### src/rtl/wb_port_arbiter_pkg.sv
// Shared widths and requester indices for the ROB writeback port arbiter.
package wb_port_arbiter_pkg;

    localparam int WB_WORD_SIZE       = 32;
    localparam int WB_INSTR_TYPE_SZ   = 4;
    localparam int WB_ROB_ENTRY_WIDTH = 6;
    localparam int WB_NUM_REQ         = 3;
    localparam int WB_WAIT_CNT_W      = 8;

    localparam int WB_REQ_ALU = 0;
    localparam int WB_REQ_MEM = 1;
    localparam int WB_REQ_MUL = 2;

    function automatic int wrap_inc(input int idx, input int num);
        return (idx + 1) % num;
    endfunction

endpackage

### src/rtl/wb_port_arbiter_if.sv
// Bundle between the execution pipes / ROB (master) and the writeback arbiter (slave).
interface wb_port_arbiter_if #(
    parameter int NUM_REQ         = 3,
    parameter int WORD_SIZE       = 32,
    parameter int INSTR_TYPE_SZ   = 4,
    parameter int ROB_ENTRY_WIDTH = 6,
    parameter int WAIT_CNT_W      = 8
);
    logic [NUM_REQ-1:0]                 req_valid;
    logic [NUM_REQ*INSTR_TYPE_SZ-1:0]   req_instr_type;
    logic [NUM_REQ*WORD_SIZE-1:0]       req_pc;
    logic [NUM_REQ*WORD_SIZE-1:0]       req_result;
    logic [NUM_REQ*ROB_ENTRY_WIDTH-1:0] req_rob_id;
    logic                               rob_ready;
    logic                               flush;
    logic [NUM_REQ-1:0]                 req_stall;
    logic [NUM_REQ-1:0]                 grant;
    logic                               wb_valid;
    logic [INSTR_TYPE_SZ-1:0]           wb_instr_type;
    logic [WORD_SIZE-1:0]               wb_pc;
    logic [WORD_SIZE-1:0]               wb_result;
    logic [ROB_ENTRY_WIDTH-1:0]         wb_rob_id;
    logic [NUM_REQ*WAIT_CNT_W-1:0]      wait_cnt;

    modport master (
        output req_valid, req_instr_type, req_pc, req_result, req_rob_id, rob_ready, flush,
        input  req_stall, grant, wb_valid, wb_instr_type, wb_pc, wb_result, wb_rob_id, wait_cnt
    );

    modport slave (
        input  req_valid, req_instr_type, req_pc, req_result, req_rob_id, rob_ready, flush,
        output req_stall, grant, wb_valid, wb_instr_type, wb_pc, wb_result, wb_rob_id, wait_cnt
    );
endinterface

### src/rtl/wb_port_arbiter_rr_arbiter.sv
// Combinational round-robin picker: first request at or above the pointer, else lowest overall.
module wb_port_arbiter_rr_arbiter
    import wb_port_arbiter_pkg::*;
#(
    parameter int NUM_REQ = 3,
    parameter int PTR_W   = 2
) (
    input  logic [NUM_REQ-1:0] i_req,
    input  logic [PTR_W-1:0]   i_ptr,
    output logic [NUM_REQ-1:0] o_grant,
    output logic [PTR_W-1:0]   o_next_ptr
);
    logic [NUM_REQ-1:0] w_upper;
    logic               w_found;

    always_comb begin
        // NOTE: every output gets a default before any branch, so no latch can be inferred.
        o_grant    = '0;
        o_next_ptr = i_ptr;
        w_found    = 1'b0;
        w_upper    = '0;
        for (int i = 0; i < NUM_REQ; i++) begin
            w_upper[i] = i_req[i] && (i >= int'(i_ptr));
        end
        for (int i = 0; i < NUM_REQ; i++) begin
            if (!w_found && w_upper[i]) begin
                w_found    = 1'b1;
                o_grant[i] = 1'b1;
                o_next_ptr = PTR_W'(wrap_inc(i, NUM_REQ));
            end
        end
        // Nothing at or above the pointer: wrap around to the lowest requester.
        for (int i = 0; i < NUM_REQ; i++) begin
            if (!w_found && i_req[i]) begin
                w_found    = 1'b1;
                o_grant[i] = 1'b1;
                o_next_ptr = PTR_W'(wrap_inc(i, NUM_REQ));
            end
        end
    end
endmodule

### src/rtl/wb_port_arbiter.sv
// Shares the single ROB writeback port among NUM_REQ pipes with round-robin arbitration.
module wb_port_arbiter
    import wb_port_arbiter_pkg::*;
#(
    parameter int NUM_REQ         = WB_NUM_REQ,
    parameter int WORD_SIZE       = WB_WORD_SIZE,
    parameter int INSTR_TYPE_SZ   = WB_INSTR_TYPE_SZ,
    parameter int ROB_ENTRY_WIDTH = WB_ROB_ENTRY_WIDTH,
    parameter int WAIT_CNT_W      = WB_WAIT_CNT_W
) (
    input  logic              clk,
    input  logic              reset,
    wb_port_arbiter_if.slave  bus
);
    localparam int PTR_W = (NUM_REQ > 1) ? $clog2(NUM_REQ) : 1;

    logic [PTR_W-1:0]                        r_rr_ptr;
    logic [PTR_W-1:0]                        w_next_ptr;
    logic                                    w_arb_en;
    logic [NUM_REQ-1:0]                      w_req;
    logic [NUM_REQ-1:0]                      w_grant;
    logic [NUM_REQ-1:0]                      w_stall;
    logic [INSTR_TYPE_SZ-1:0]                w_sel_instr_type;
    logic [WORD_SIZE-1:0]                    w_sel_pc;
    logic [WORD_SIZE-1:0]                    w_sel_result;
    logic [ROB_ENTRY_WIDTH-1:0]              w_sel_rob_id;
    logic                                    r_wb_valid;
    logic [INSTR_TYPE_SZ-1:0]                r_wb_instr_type;
    logic [WORD_SIZE-1:0]                    r_wb_pc;
    logic [WORD_SIZE-1:0]                    r_wb_result;
    logic [ROB_ENTRY_WIDTH-1:0]              r_wb_rob_id;
    logic [NUM_REQ-1:0][WAIT_CNT_W-1:0]      r_wait_cnt;

    // Reset is folded in so grant and stall drop asynchronously with it.
    assign w_arb_en = reset & bus.rob_ready & ~bus.flush;
    assign w_req    = bus.req_valid & {NUM_REQ{w_arb_en}};
    assign w_stall  = bus.req_valid & ~w_grant & {NUM_REQ{reset & ~bus.flush}};

    wb_port_arbiter_rr_arbiter #(
        .NUM_REQ (NUM_REQ),
        .PTR_W   (PTR_W)
    ) u_rr_arbiter (
        .i_req      (w_req),
        .i_ptr      (r_rr_ptr),
        .o_grant    (w_grant),
        .o_next_ptr (w_next_ptr)
    );

    always_comb begin
        w_sel_instr_type = '0;
        w_sel_pc         = '0;
        w_sel_result     = '0;
        w_sel_rob_id     = '0;
        for (int i = 0; i < NUM_REQ; i++) begin
            if (w_grant[i]) begin
                w_sel_instr_type = bus.req_instr_type[i*INSTR_TYPE_SZ +: INSTR_TYPE_SZ];
                w_sel_pc         = bus.req_pc[i*WORD_SIZE +: WORD_SIZE];
                w_sel_result     = bus.req_result[i*WORD_SIZE +: WORD_SIZE];
                w_sel_rob_id     = bus.req_rob_id[i*ROB_ENTRY_WIDTH +: ROB_ENTRY_WIDTH];
            end
        end
    end

    // NOTE: state registers use non-blocking assignments so all flops update from pre-edge values.
    always_ff @(posedge clk or negedge reset) begin
        if (!reset) begin
            r_rr_ptr        <= '0;
            r_wb_valid      <= 1'b0;
            r_wb_instr_type <= '0;
            r_wb_pc         <= '0;
            r_wb_result     <= '0;
            r_wb_rob_id     <= '0;
        end else begin
            r_wb_valid <= |w_grant;
            if (|w_grant) begin
                r_rr_ptr        <= w_next_ptr;
                r_wb_instr_type <= w_sel_instr_type;
                r_wb_pc         <= w_sel_pc;
                r_wb_result     <= w_sel_result;
                r_wb_rob_id     <= w_sel_rob_id;
            end
        end
    end

    always_ff @(posedge clk or negedge reset) begin
        if (!reset) begin
            r_wait_cnt <= '0;
        end else if (bus.flush) begin
            r_wait_cnt <= '0;
        end else begin
            for (int i = 0; i < NUM_REQ; i++) begin
                if (w_grant[i]) begin
                    r_wait_cnt[i] <= '0;
                end else if (w_stall[i] && (r_wait_cnt[i] != '1)) begin
                    r_wait_cnt[i] <= r_wait_cnt[i] + 1'b1;
                end
            end
        end
    end

    assign bus.grant         = w_grant;
    assign bus.req_stall     = w_stall;
    assign bus.wb_valid      = r_wb_valid;
    assign bus.wb_instr_type = r_wb_instr_type;
    assign bus.wb_pc         = r_wb_pc;
    assign bus.wb_result     = r_wb_result;
    assign bus.wb_rob_id     = r_wb_rob_id;
    assign bus.wait_cnt      = r_wait_cnt;
endmodule

### src/flat_wrapper.sv
// flat-port wrapper written by rule: the top's interface ports become plain ports
module wb_port_arbiter_flat import wb_port_arbiter_pkg::*;
#(
    parameter int NUM_REQ         = WB_NUM_REQ,
    parameter int WORD_SIZE       = WB_WORD_SIZE,
    parameter int INSTR_TYPE_SZ   = WB_INSTR_TYPE_SZ,
    parameter int ROB_ENTRY_WIDTH = WB_ROB_ENTRY_WIDTH,
    parameter int WAIT_CNT_W      = WB_WAIT_CNT_W
)
  (clk, reset, bus_req_valid, bus_req_instr_type, bus_req_pc, bus_req_result, bus_req_rob_id, bus_rob_ready, bus_flush, bus_req_stall, bus_grant, bus_wb_valid, bus_wb_instr_type, bus_wb_pc, bus_wb_result, bus_wb_rob_id, bus_wait_cnt);
  wb_port_arbiter_if #(.NUM_REQ(NUM_REQ), .WORD_SIZE(WORD_SIZE), .INSTR_TYPE_SZ(INSTR_TYPE_SZ), .ROB_ENTRY_WIDTH(ROB_ENTRY_WIDTH), .WAIT_CNT_W(WAIT_CNT_W)) bus_i ();
  input  logic clk;
  input  logic reset;
  input wire logic [$bits(bus_i.req_valid)-1:0] bus_req_valid;
  input wire logic [$bits(bus_i.req_instr_type)-1:0] bus_req_instr_type;
  input wire logic [$bits(bus_i.req_pc)-1:0] bus_req_pc;
  input wire logic [$bits(bus_i.req_result)-1:0] bus_req_result;
  input wire logic [$bits(bus_i.req_rob_id)-1:0] bus_req_rob_id;
  input wire logic [$bits(bus_i.rob_ready)-1:0] bus_rob_ready;
  input wire logic [$bits(bus_i.flush)-1:0] bus_flush;
  output wire logic [$bits(bus_i.req_stall)-1:0] bus_req_stall;
  output wire logic [$bits(bus_i.grant)-1:0] bus_grant;
  output wire logic [$bits(bus_i.wb_valid)-1:0] bus_wb_valid;
  output wire logic [$bits(bus_i.wb_instr_type)-1:0] bus_wb_instr_type;
  output wire logic [$bits(bus_i.wb_pc)-1:0] bus_wb_pc;
  output wire logic [$bits(bus_i.wb_result)-1:0] bus_wb_result;
  output wire logic [$bits(bus_i.wb_rob_id)-1:0] bus_wb_rob_id;
  output wire logic [$bits(bus_i.wait_cnt)-1:0] bus_wait_cnt;
  assign bus_i.req_valid = bus_req_valid;
  assign bus_i.req_instr_type = bus_req_instr_type;
  assign bus_i.req_pc = bus_req_pc;
  assign bus_i.req_result = bus_req_result;
  assign bus_i.req_rob_id = bus_req_rob_id;
  assign bus_i.rob_ready = bus_rob_ready;
  assign bus_i.flush = bus_flush;
  assign bus_req_stall = bus_i.req_stall;
  assign bus_grant = bus_i.grant;
  assign bus_wb_valid = bus_i.wb_valid;
  assign bus_wb_instr_type = bus_i.wb_instr_type;
  assign bus_wb_pc = bus_i.wb_pc;
  assign bus_wb_result = bus_i.wb_result;
  assign bus_wb_rob_id = bus_i.wb_rob_id;
  assign bus_wait_cnt = bus_i.wait_cnt;
  wb_port_arbiter #(.NUM_REQ(NUM_REQ), .WORD_SIZE(WORD_SIZE), .INSTR_TYPE_SZ(INSTR_TYPE_SZ), .ROB_ENTRY_WIDTH(ROB_ENTRY_WIDTH), .WAIT_CNT_W(WAIT_CNT_W)) u_core (.clk(clk), .reset(reset), .bus(bus_i));
endmodule
### config.mk
export PLATFORM = sky130hd
export DESIGN_NAME = wb_port_arbiter_flat
export DESIGN_NICKNAME = d
export VERILOG_FILES = /design/src/rtl/wb_port_arbiter_pkg.sv /design/src/rtl/wb_port_arbiter_if.sv /design/src/rtl/wb_port_arbiter_rr_arbiter.sv /design/src/rtl/wb_port_arbiter.sv /design/src/flat_wrapper.sv
export SDC_FILE = /design/constraint.sdc
export NUM_CORES = 1
export LEC_CHECK = 0
export BUFFER_PORTS_ARGS = -buffer_cell sky130_fd_sc_hd__buf_4
export CORE_AREA = 2 2 129 131
export DETAILED_ROUTE_END_ITERATION = 10
export DIE_AREA = 0 0 131 133
export GPL_ROUTABILITY_DRIVEN = 0
export PLACE_DENSITY_LB_ADDON = 0.12
export SLEW_MARGIN = 40
export SYNTH_ARGS = -nofsm -noshare
export SYNTH_HDL_FRONTEND = slang
export SYNTH_SLANG_ARGS = --single-unit
### constraint.sdc
create_clock -name clk -period 2.4 [get_ports clk]
set_input_delay 0.48 -clock clk [delete_from_list [all_inputs] [get_ports clk]]
set_output_delay 0.48 -clock clk [all_outputs]
set_load 0.02 [all_outputs]
Word-level counts from Yosys, hierarchy flattened
Cells that the tools add are included.

Output and inout port bits: 105. Memory bits (read-only): 0. Memories: 0. Bits in registers: 101. Latch bits: 0. Bits in writable memories: 0. Word-level logic and storage cells: 83.

Magnitude comparators: 3. Mux-type cells: 35. Shifts and indexed selects: 0. Add/subtract/negate cells: 3. Eq/ne operators: 3. Bitwise logic cells: 8. Div/mod/pow operators: 0. $mul: 0. Reduce and logical (&&, ||, !) cells: 22.

Operator list (number): 32-bit two-way mux (6); 8-bit two-way mux (6); 8-bit by 1-bit adder with 8-bit output, second input constant (3); 24-bit two-way mux (1); 8-bit inequality test, second input constant (3); 6-bit two-way mux (3); 2-bit two-way mux (6); 4-bit two-way mux (3); 1-bit logical AND (11); 1-bit two-way mux (10); 3-bit bitwise AND (3); 3-bit nonzero test (3); 6-bit nonzero test (1); 1-bit logical NOT (5); 1-bit by 2-bit greater-or-equal comparator with 1-bit output, first input constant (2); 1-bit bitwise AND (3); 3-bit NOT (1); 3-bit OR reduction (1); 2-bit greater-or-equal comparator, first input constant (1); 2-bit AND reduction (1); 1-bit NOT (1).

Depth between registers and ports, before layout
Gate-level depths: netlist of the first run.

Depth after elaboration: 27. Gate-level depth with buffers: 8. Mapped depth without buffers: 5.

Modules after synthesis
From an unflattened synthesis of the first run, not the netlist that was laid out.

Cells, all modules: 514. Area total of the unflattened synthesis: 4890.9 µm².

Modules (own cells, without submodules): wb_port_arbiter (times used 1, area each 4743.3 µm², cells each 494, sequential area each 2527.4 µm²); wb_port_arbiter_rr_arbiter (times used 1, area each 147.6 µm², cells each 20, sequential area each 0.0 µm²).

Worst setup path before layout of the first run
OpenSTA, ideal clock, no wires.

Kind: input -> output. From: input bus_flush. To: output bus_req_stall[0]. Path slack: -0.099 ns. Stages on the path: 6. Required time: 1.920 ns. Arrival time: 2.019 ns. Path through: nand3b_1 -> nor2_1 -> buf_2 -> buf_1 -> and2_1 -> nor2_1.

Cells in the longest elaborated chain, start to end: 17.

Ends and longest elaborated chain: start: declaration (RTL line flat_wrapper.sv:20) `input wire logic [$bits(bus_i.flush)-1:0] bus_flush;`; 1-bit NOT * (RTL line wb_port_arbiter.sv:35) `assign w_arb_en = reset & bus.rob_ready & ~bus.flush;`; 1-bit bitwise AND * (RTL line wb_port_arbiter.sv:35); 3-bit bitwise AND * (RTL line wb_port_arbiter.sv:36) `assign w_req = bus.req_valid & {NUM_REQ{w_arb_en}};`; 1-bit logical AND (RTL line wb_port_arbiter_rr_arbiter.sv:23) `w_upper[i] = i_req[i] && (i >= int'(i_ptr));`; 1-bit two-way mux (RTL line wb_port_arbiter_rr_arbiter.sv:26) `if (!w_found && w_upper[i]) begin`; 1-bit logical NOT (RTL line wb_port_arbiter_rr_arbiter.sv:26); 1-bit logical AND (RTL line wb_port_arbiter_rr_arbiter.sv:26); 1-bit two-way mux (RTL line wb_port_arbiter_rr_arbiter.sv:26); 1-bit logical NOT (RTL line wb_port_arbiter_rr_arbiter.sv:26); 1-bit logical AND (RTL line wb_port_arbiter_rr_arbiter.sv:26); 1-bit two-way mux (RTL line wb_port_arbiter_rr_arbiter.sv:26); 1-bit logical NOT (RTL line wb_port_arbiter_rr_arbiter.sv:34) `if (!w_found && i_req[i]) begin`; 1-bit logical AND (RTL line wb_port_arbiter_rr_arbiter.sv:34); 1-bit two-way mux * (RTL line wb_port_arbiter_rr_arbiter.sv:34); named net bus_grant[0] (RTL line flat_wrapper.sv:22) `output wire logic [$bits(bus_i.grant)-1:0] bus_grant;`; 3-bit NOT * (RTL line wb_port_arbiter.sv:37) `assign w_stall = bus.req_valid & ~w_grant & {NUM_REQ{reset & ~bus.flush}};`; 3-bit bitwise AND * (2 in a row) (RTL line wb_port_arbiter.sv:37); end: declaration (RTL line flat_wrapper.sv:21) `output wire logic [$bits(bus_i.req_stall)-1:0] bus_req_stall;`.

Mark *: on every way through the listed nets, which the timed path passes. The rest lies on a longest branch.

Final worst setup path of the first run
From: register u_core.r_rr_ptr[1]. To: output bus_grant[2].

Cells in the longest elaborated chain, start to end: 18.

Ends and longest elaborated chain: start: declaration (RTL line wb_port_arbiter.sv:17) `logic [PTR_W-1:0] r_rr_ptr;`; start signal: assignment (RTL line wb_port_arbiter.sv:76) `r_rr_ptr <= w_next_ptr;`; 1-bit by 2-bit greater-or-equal comparator with 1-bit output (RTL line wb_port_arbiter_rr_arbiter.sv:23); 1-bit logical AND (RTL line wb_port_arbiter_rr_arbiter.sv:23); 1-bit two-way mux (RTL line wb_port_arbiter_rr_arbiter.sv:26); 1-bit logical NOT (RTL line wb_port_arbiter_rr_arbiter.sv:26); 1-bit logical AND (RTL line wb_port_arbiter_rr_arbiter.sv:26); 1-bit two-way mux (RTL line wb_port_arbiter_rr_arbiter.sv:26); 1-bit logical NOT (RTL line wb_port_arbiter_rr_arbiter.sv:26); 1-bit logical AND (RTL line wb_port_arbiter_rr_arbiter.sv:26); [2 not listed]; 1-bit logical AND (RTL line wb_port_arbiter_rr_arbiter.sv:34); 1-bit two-way mux (RTL line wb_port_arbiter_rr_arbiter.sv:34); 1-bit logical NOT (RTL line wb_port_arbiter_rr_arbiter.sv:34); 1-bit logical AND (RTL line wb_port_arbiter_rr_arbiter.sv:34); 1-bit two-way mux (RTL line wb_port_arbiter_rr_arbiter.sv:34); 1-bit logical NOT (RTL line wb_port_arbiter_rr_arbiter.sv:34); 1-bit logical AND (RTL line wb_port_arbiter_rr_arbiter.sv:34); 1-bit two-way mux * (RTL line wb_port_arbiter_rr_arbiter.sv:34); end: declaration (RTL line flat_wrapper.sv:22).

Mark *: on every way between the ends. The rest lies on a longest branch, timed or not.

==> out/metrics.yaml, run 1 <==
layout:
  fill_cells: 1539
  fin_util: 0.5059
  multi_input_area_sq_mm: 0.002360
  regArea_sq_mm: 0.002529
  final_area_sq_mm: 0.008182
  drive_above_1_share: 0.4987
  nets: 982
  area_delta_synth_final_pct: 61.82
  insertedDiodeCount: 0
floorplan:
  core_sq_mm: 0.01617
  row_count: 47
  die_width_um: 131
  start_util: 0.3126
  dieHeight_um: 133
  ios: 334
  dieArea_sq_mm: 0.01742
yosys:
  synth_area_leaders: "dfrtp_1 (50%), a32o_1 (15%), a221o_1 (14%)"
  synth.largest_area_cell: "dfrtp_1"
  syn_area_sq_mm: 0.005056
  synthArstFlopShare: 1.000
  synth.net_count: 664
  synth.avg_cell_area_sq_um: 11.70
  synth_cell_types: 46
  seq_area_frac_synth: 0.4999
  synth-edff-count: 0
  synth_top_area_frac: 0.4999
  ys_ff_latch: 101
  yosysWarnings: 0
  syn-instance-count: 432
  synth_top_flop_cell: "dfrtp_1"
cts:
  cts_tree: "yes"
  clk_latency_ps: 350
  cts.clk_slew.worst_paths_ps: 70
  cts_sinks: 101
  cts-root-buf: "clkbuf_16"
  htree_levels: 3
  clk_path_buf_depth: 2
  numCtsBuffers: 9
timing:
  skew_ps: 5.693
  final.setup.tns_ps: 0
  setup_viol_count_final: 0
  finalCritPeriodShare: 0.9576
  tightest_slew_ps: 697.3
  setup_slack_ps: 101.9
  relSlewSlack: 0.5351
  hold_viol_final: 0
  post-route-min-period_ps: 2298
  rsz0062_at_grt: "false"
  final_max_slew_viol_count: 0
  max_freq_mhz: 435.1
routing:
  drtIter0Drc: 357
  drt-total-wl_um: 19470
  vias_per_cell: 5.528
  ant_nets: 0
  wl_per_cell_um: 19.99
  vias: 5384
  remaining_drc_errors: 0
  firstDrtPassIters: 5
placement:
  post-place-ws_ps: 100.8
  port_buffers: 333
  dp_hpwl_um: 14480
  placed_cell_area_sq_mm: 0.007871
critical_path:
  max_stage_delay_ps: 440
  path_class: "flip-flop to primary output"
  critPathTopFamily: "flip-flops"
  critical_path.cell_chain: "or3b_4, a311oi_4, buf_6, buf_4"
  critical_path_required_ps: 1920
  setup.worst_path.end_class: "primary output"
  path_buf_inv: 2
  slowest_stage: "dfrtp_1"
  cp_max_fo: 7
  start_kind: "flip-flop"
  crit_arrival_ps: 1820
global_routing:
  grt-ovfl-total: 0
  grt_pass1_wl_um: 29370
  grt_use_total: 0.2184
  grt_pass1_vias: 5486
  antenna_found_initial: 0
  grt_max_degree: 75
status:
  outcome: "complete, no violations"
power_and_ir_drop:
  power_frac_seq: 0.360
  p_clk_frac: 0.196
  ir_worst_vdd_mv: 0.5029
  combPwrFrac: 0.445
  switching_share: 0.3697
  internal-power_uw: 4769
  p_leak_uw: 0.003891
  power_switching_uw: 2797
  power_density_mw_per_mm2: 924.7
flow_run:
  max_cap_violations: 0
min_path:
  holdCritPathClass: "primary input to asynchronous set/reset pin"
[per-layer routing]
metal | part of all wire | track usage
met4 | 0.025 | 0.08924
met3 | 0.065 | 0.04125
met5 | 0 | 0
met1 | 0.38 | 0.2577
met2 | 0.53 | 0.3849
[power groups by stage]
stage / sequential [uW] / clock, uW / combinational [uW]
2_1_floorplan: 3400 / 0 / 986
3_3_place_gp: 2720 / 0 / 3340
3_5_place_dp: 2700 / 0 / 3420
4_1_cts: 2710 / 1520 / 3400
5_1_grt: 2790 / 1590 / 3540
6_report: 2720 / 1480 / 3360
[path summary, 6_finish.rpt]
kind	from	endpoint	slack (ps)	cells after the start
min reg2reg	u_core.bus.wb_pc[27]$_DFFE_PN0P_	u_core.bus.wb_pc[27]$_DFFE_PN0P_	520	1
min in group clk	bus_req_result[78]	u_core.bus.wb_result[14]$_DFFE_PN0P_	340	2
max	u_core.r_rr_ptr[1]$_DFFE_PN0P_	bus_grant[2]	100	4
max reg2reg	u_core.r_rr_ptr[1]$_DFFE_PN0P_	u_core.bus.wb_pc[21]$_DFFE_PN0P_	310	6
min	reset	u_core.bus.wait_cnt[0]$_DFFE_PN0P_	320	2
max in group asynchronous	reset	u_core.bus.wb_rob_id[3]$_DFFE_PN0P_	930	3
[metrics by stage]
stage               total power (uW)  hold WS, ps  instances
floorplan                       4382        184.4        432
global placement                6062        300.7        958
detailed placement              6122        301.3        958
CTS                             7632        329.5        974
global route                    7920        343.5        974
finish                          7566        322.9        974
[logic make-up (layout without fill, tap and decap cells)]
group / count (synthesis) / count (layout) / synth area share
and+or+nand+nor: 74 / 74 / 0.07770
adders and majority gates: 3 / 3 / 0.007425
buffers and inverters: 52 / 374 / 0.04182
DFF: 101 / 101 / 0.4999
AOI/OAI and AO/OA: 186 / 186 / 0.3442
muxes: 4 / 4 / 0.008166
xor gates and xnor gates: 12 / 12 / 0.02079
[synthesized netlist by cell type (2+ instances only)]
library cell	instances
o211ai_1	3
nor3_1	3
inv_1	7
mux2i_1	3
a32o_1	74
o21ai_0	7
a221o_1	71
or3_1	5
nand3_1	8
buf_2	13
ha_1	3
a21o_1	3
or4_1	2
a211oi_1	2
a2111oi_0	2
dfrtp_1	101
nor2b_1	2
nor4_1	2
a21oi_1	9
clkbuf_1	31
a31oi_1	3
nand2_1	9
or2_2	4
and3_1	2
nand2b_1	4
nor2_1	21
nand3b_1	3
xor2_1	8
and4_1	3
a211o_1	3
xnor2_1	4
and2_1	3
[sequential cells by signal, indices dropped and copies added (netlist names)]
| register | count |
|---|---|
| u_core.bus.wb_result | 32 |
| u_core.bus.wb_valid | 1 |
| u_core.bus.wb_instr_type | 4 |
| u_core.bus.wait_cnt | 24 |
| u_core.bus.wb_rob_id | 6 |
| u_core.bus.wb_pc | 32 |
| u_core.r_rr_ptr | 2 |
[final cells by class]
class | count | area share
clock buffers | 12 | 0.03013
clock inverters | 3 | 0.005658
inverters | 7 | 0.003211
multi-input cells | 279 | 0.2884
flip-flops and latches | 101 | 0.3091
well taps | 220 | 0.03364
repair buffers | 352 | 0.3299
[cells in the final DEF (no fill, tap or decap), types with 4 or more instances in the layout]
cell type and instances:
buf_4 346, dfrtp_1 100, a32o_1 74, a221o_1 71, nor2_1 20, a21oi_1 9, nand2_1 9, clkbuf_16 9
nand3_1 8, xor2_1 8, inv_1 7, o21ai_0 7, or3_1 5, nand2b_1 4, or2_2 4, xnor2_1 4
buf_12 4
[repair_timing]
action                     in CTS  in global routing
gates resized for setup         0                  3
hold endpoints to repair        2                  0
setup endpoints to repair       0                  1
setup buffers                   0                  0
hold buffers                    1                  0
Power figures use the tool's default switching activity.
==> inputs of run 2 (changes only) <==
--- a/config.mk
+++ b/config.mk
@@ -6,9 +6,9 @@
 export NUM_CORES = 1
 export LEC_CHECK = 0
 export BUFFER_PORTS_ARGS = -buffer_cell sky130_fd_sc_hd__buf_4
-export CORE_AREA = 2 2 129 131
+export CORE_UTILIZATION = 30
+export CTS_BUF_LIST = sky130_fd_sc_hd__clkbuf_4 sky130_fd_sc_hd__clkbuf_8
 export DETAILED_ROUTE_END_ITERATION = 10
-export DIE_AREA = 0 0 131 133
 export GPL_ROUTABILITY_DRIVEN = 0
 export PLACE_DENSITY_LB_ADDON = 0.12
 export SLEW_MARGIN = 40
==> run 2 against run 1 <==
Combinational power increased by 1%; hold slack got worse by 170 ps; clock-buffer cell count shrank 1; sequential power is essentially flat; first-iteration DRC count rose by 7.6%; final cell count rose by 0.41%; worst setup slack worse by 54 ps; die area down 0.27%; critical path type unchanged; largest power group unchanged.
==> out/metrics.yaml, run 2 (synthesized netlist as in run 1, its figures left out) <==
routing:
  drtIter0Drc: 384  # +7.6%
  wl_per_cell_um: 19.96  # -0.15%
  vias: 5355  # -0.54%
  remaining_drc_errors: 0  # unchanged
  drt-total-wl_um: 19520  # +0.26%
  firstDrtPassIters: 5  # unchanged
  vias_per_cell: 5.475  # -0.95%
  ant_nets: 0  # unchanged
placement:
  port_buffers: 333  # unchanged
  dp_hpwl_um: 14560  # +0.55%
  placed_cell_area_sq_mm: 0.007868  # about the same
  post-place-ws_ps: 25.06  # -75.73 ps
cts:
  clk_latency_ps: 380  # +30 ps
  cts_sinks: 101  # unchanged
  cts_tree: "yes"
  cts.clk_slew.worst_paths_ps: 100  # +30 ps
  cts-root-buf: "clkbuf_8"
  htree_levels: 3  # unchanged
  numCtsBuffers: 9  # unchanged
  cts_hold_buf: 0  # -1
  clk_path_buf_depth: 2  # unchanged
critical_path:
  start_kind: "flip-flop"
  critical_path_required_ps: 1920  # about the same
  path_class: "flip-flop to primary output"
  cp_max_fo: 8  # +1
  path_buf_inv: 2  # unchanged
  critical_path.cell_chain: "or3b_4, a311oi_4, buf_12, buf_4"
  slowest_stage: "dfrtp_2"
  critPathTopFamily: "flip-flops"
  setup.worst_path.end_class: "primary output"
  max_stage_delay_ps: 460  # +20 ps
  crit_arrival_ps: 1870  # +50 ps
timing:
  skew_ps: 12.36  # +6.668 ps
  setup_viol_count_final: 0  # unchanged
  max_freq_mhz: 425.1  # -2.3%
  hold_viol_final: 0  # unchanged
  whs_ps: 150.1  # -172.8 ps
  relSlewSlack: 0.4583  # -0.07683
  setup_slack_ps: 47.71  # -54.15 ps
  rsz0062_at_grt: "true"
  tightest_slew_ps: 809.9  # +112.6 ps
  final.setup.tns_ps: 0  # unchanged
  finalCritPeriodShare: 0.9801  # +0.02256
  post-route-min-period_ps: 2352  # +54.15 ps
  final_max_slew_viol_count: 0  # unchanged
global_routing:
  grt_pass1_vias: 5473  # -0.24%
  antenna_found_initial: 0  # unchanged
  grt_pass1_wl_um: 30010  # +2.2%
  grt-ovfl-total: 0  # unchanged
  grt_max_degree: 76  # +1.3%
  grt_use_total: 0.2206  # +0.002177
layout:
  multi_input_area_sq_mm: 0.002360  # unchanged
  final_cell_mix: "buf_4 (349), dfrtp_1 (99), a32o_1 (74), a221o_1 (71), nor2_1 (20)"
  fill_cells: 1569  # +1.9%
  nets: 985  # +0.31%
  layout_commonest_cell: "buf_4"
  regArea_sq_mm: 0.002530  # about the same
  drive_above_1_share: 0.5066  # +0.007923
  final_area_sq_mm: 0.008150  # -0.38%
  area_delta_synth_final_pct: 61.20
  insertedDiodeCount: 0  # unchanged
floorplan:
  dieHeight_um: 131.8  # -0.89%
  core_sq_mm: 0.01652  # +2.2%
  die_width_um: 131.8  # +0.63%
  dieArea_sq_mm: 0.01738  # -0.27%
  ios: 334  # unchanged
  row_count: 47  # unchanged
  start_util: 0.3060  # -0.006676
flow_run:
  max_cap_violations: 0  # unchanged
power_and_ir_drop:
  p_leak_uw: 0.003885  # -0.15%
  ir_worst_vdd_mv: 0.3945  # -22%
  power_density_mw_per_mm2: 904.4  # -2.2%
min_path:
  holdCritPathClass: "primary input to asynchronous set/reset pin"
status:
  outcome: "complete, no violations"
run 2: path summary, 6_finish.rpt:
path / depth (start not counted) / slack (ps) / to / from
max in group asynchronous: 2 / 1590 / u_core.bus.wb_pc[26]$_DFFE_PN0P_ / reset
min in group clk: 2 / 320 / u_core.bus.wb_result[14]$_DFFE_PN0P_ / bus_req_result[78]
worst max-delay path: 4 / 50 / bus_grant[2] / u_core.r_rr_ptr[1]$_DFFE_PN0P_
worst min register to register: 1 / 520 / u_core.bus.wb_instr_type[2]$_DFFE_PN0P_ / u_core.bus.wb_instr_type[2]$_DFFE_PN0P_
worst max register to register: 5 / 170 / u_core.bus.wb_pc[18]$_DFFE_PN0P_ / u_core.r_rr_ptr[1]$_DFFE_PN0P_
worst min-delay path: 2 / 150 / u_core.bus.wait_cnt[14]$_DFFE_PN0P_ / reset
run 2: worst reg2reg max path, delay by kind of cell, from the launching register on:
kind	cells	cell delay (ps)
AO/OA/AOI/OAI	3	1100
flip-flops	1	460
multiplexers	1	320
buffers and inverters	1	290
run 2: layer usage:
metal	wire (um)	global-route usage
met4	403	0.07558
met2	9974	0.3771
met5	0	0
met1	7998	0.2744
met3	1144	0.04844
run 2: where the power goes:
part	total [uW]	internal [uW]	leakage [uW]	switching (uW)
clock network	1250	647	0.000116	606
logic	3400	1630	0.00248	1780
registers	2710	2310	0.00129	406
total	7370	4580	0.00389	2790
run 2: final cells by class:
cell class / count / share of cell area
Clock buffer: 11 / 0.01858
Clock inverter: 5 / 0.009979
Inverter: 7 / 0.003224
Multi-Input combinational cell: 279 / 0.2895
Sequential cell: 101 / 0.3104
Tap cell: 220 / 0.03377
Timing Repair Buffer: 355 / 0.3345
run 2: metrics by stage:
step | cells | util | total power [uW]
global placement | 957 | 0.4759 | 6055
detailed placement | 957 | 0.4761 | 6118
finish | 978 | 0.4932 | 7371
CTS | 974 | 0.4912 | 7411
floorplan | 432 | - | 4382
global route | 978 | 0.4932 | 7726
run 2: what timing repair did:
item / CTS / global route
endpoints found under the setup margin: 2 / 2
buffers inserted: 1 / 4
resized for setup: 4 / 1
pin swaps: 1 / 1
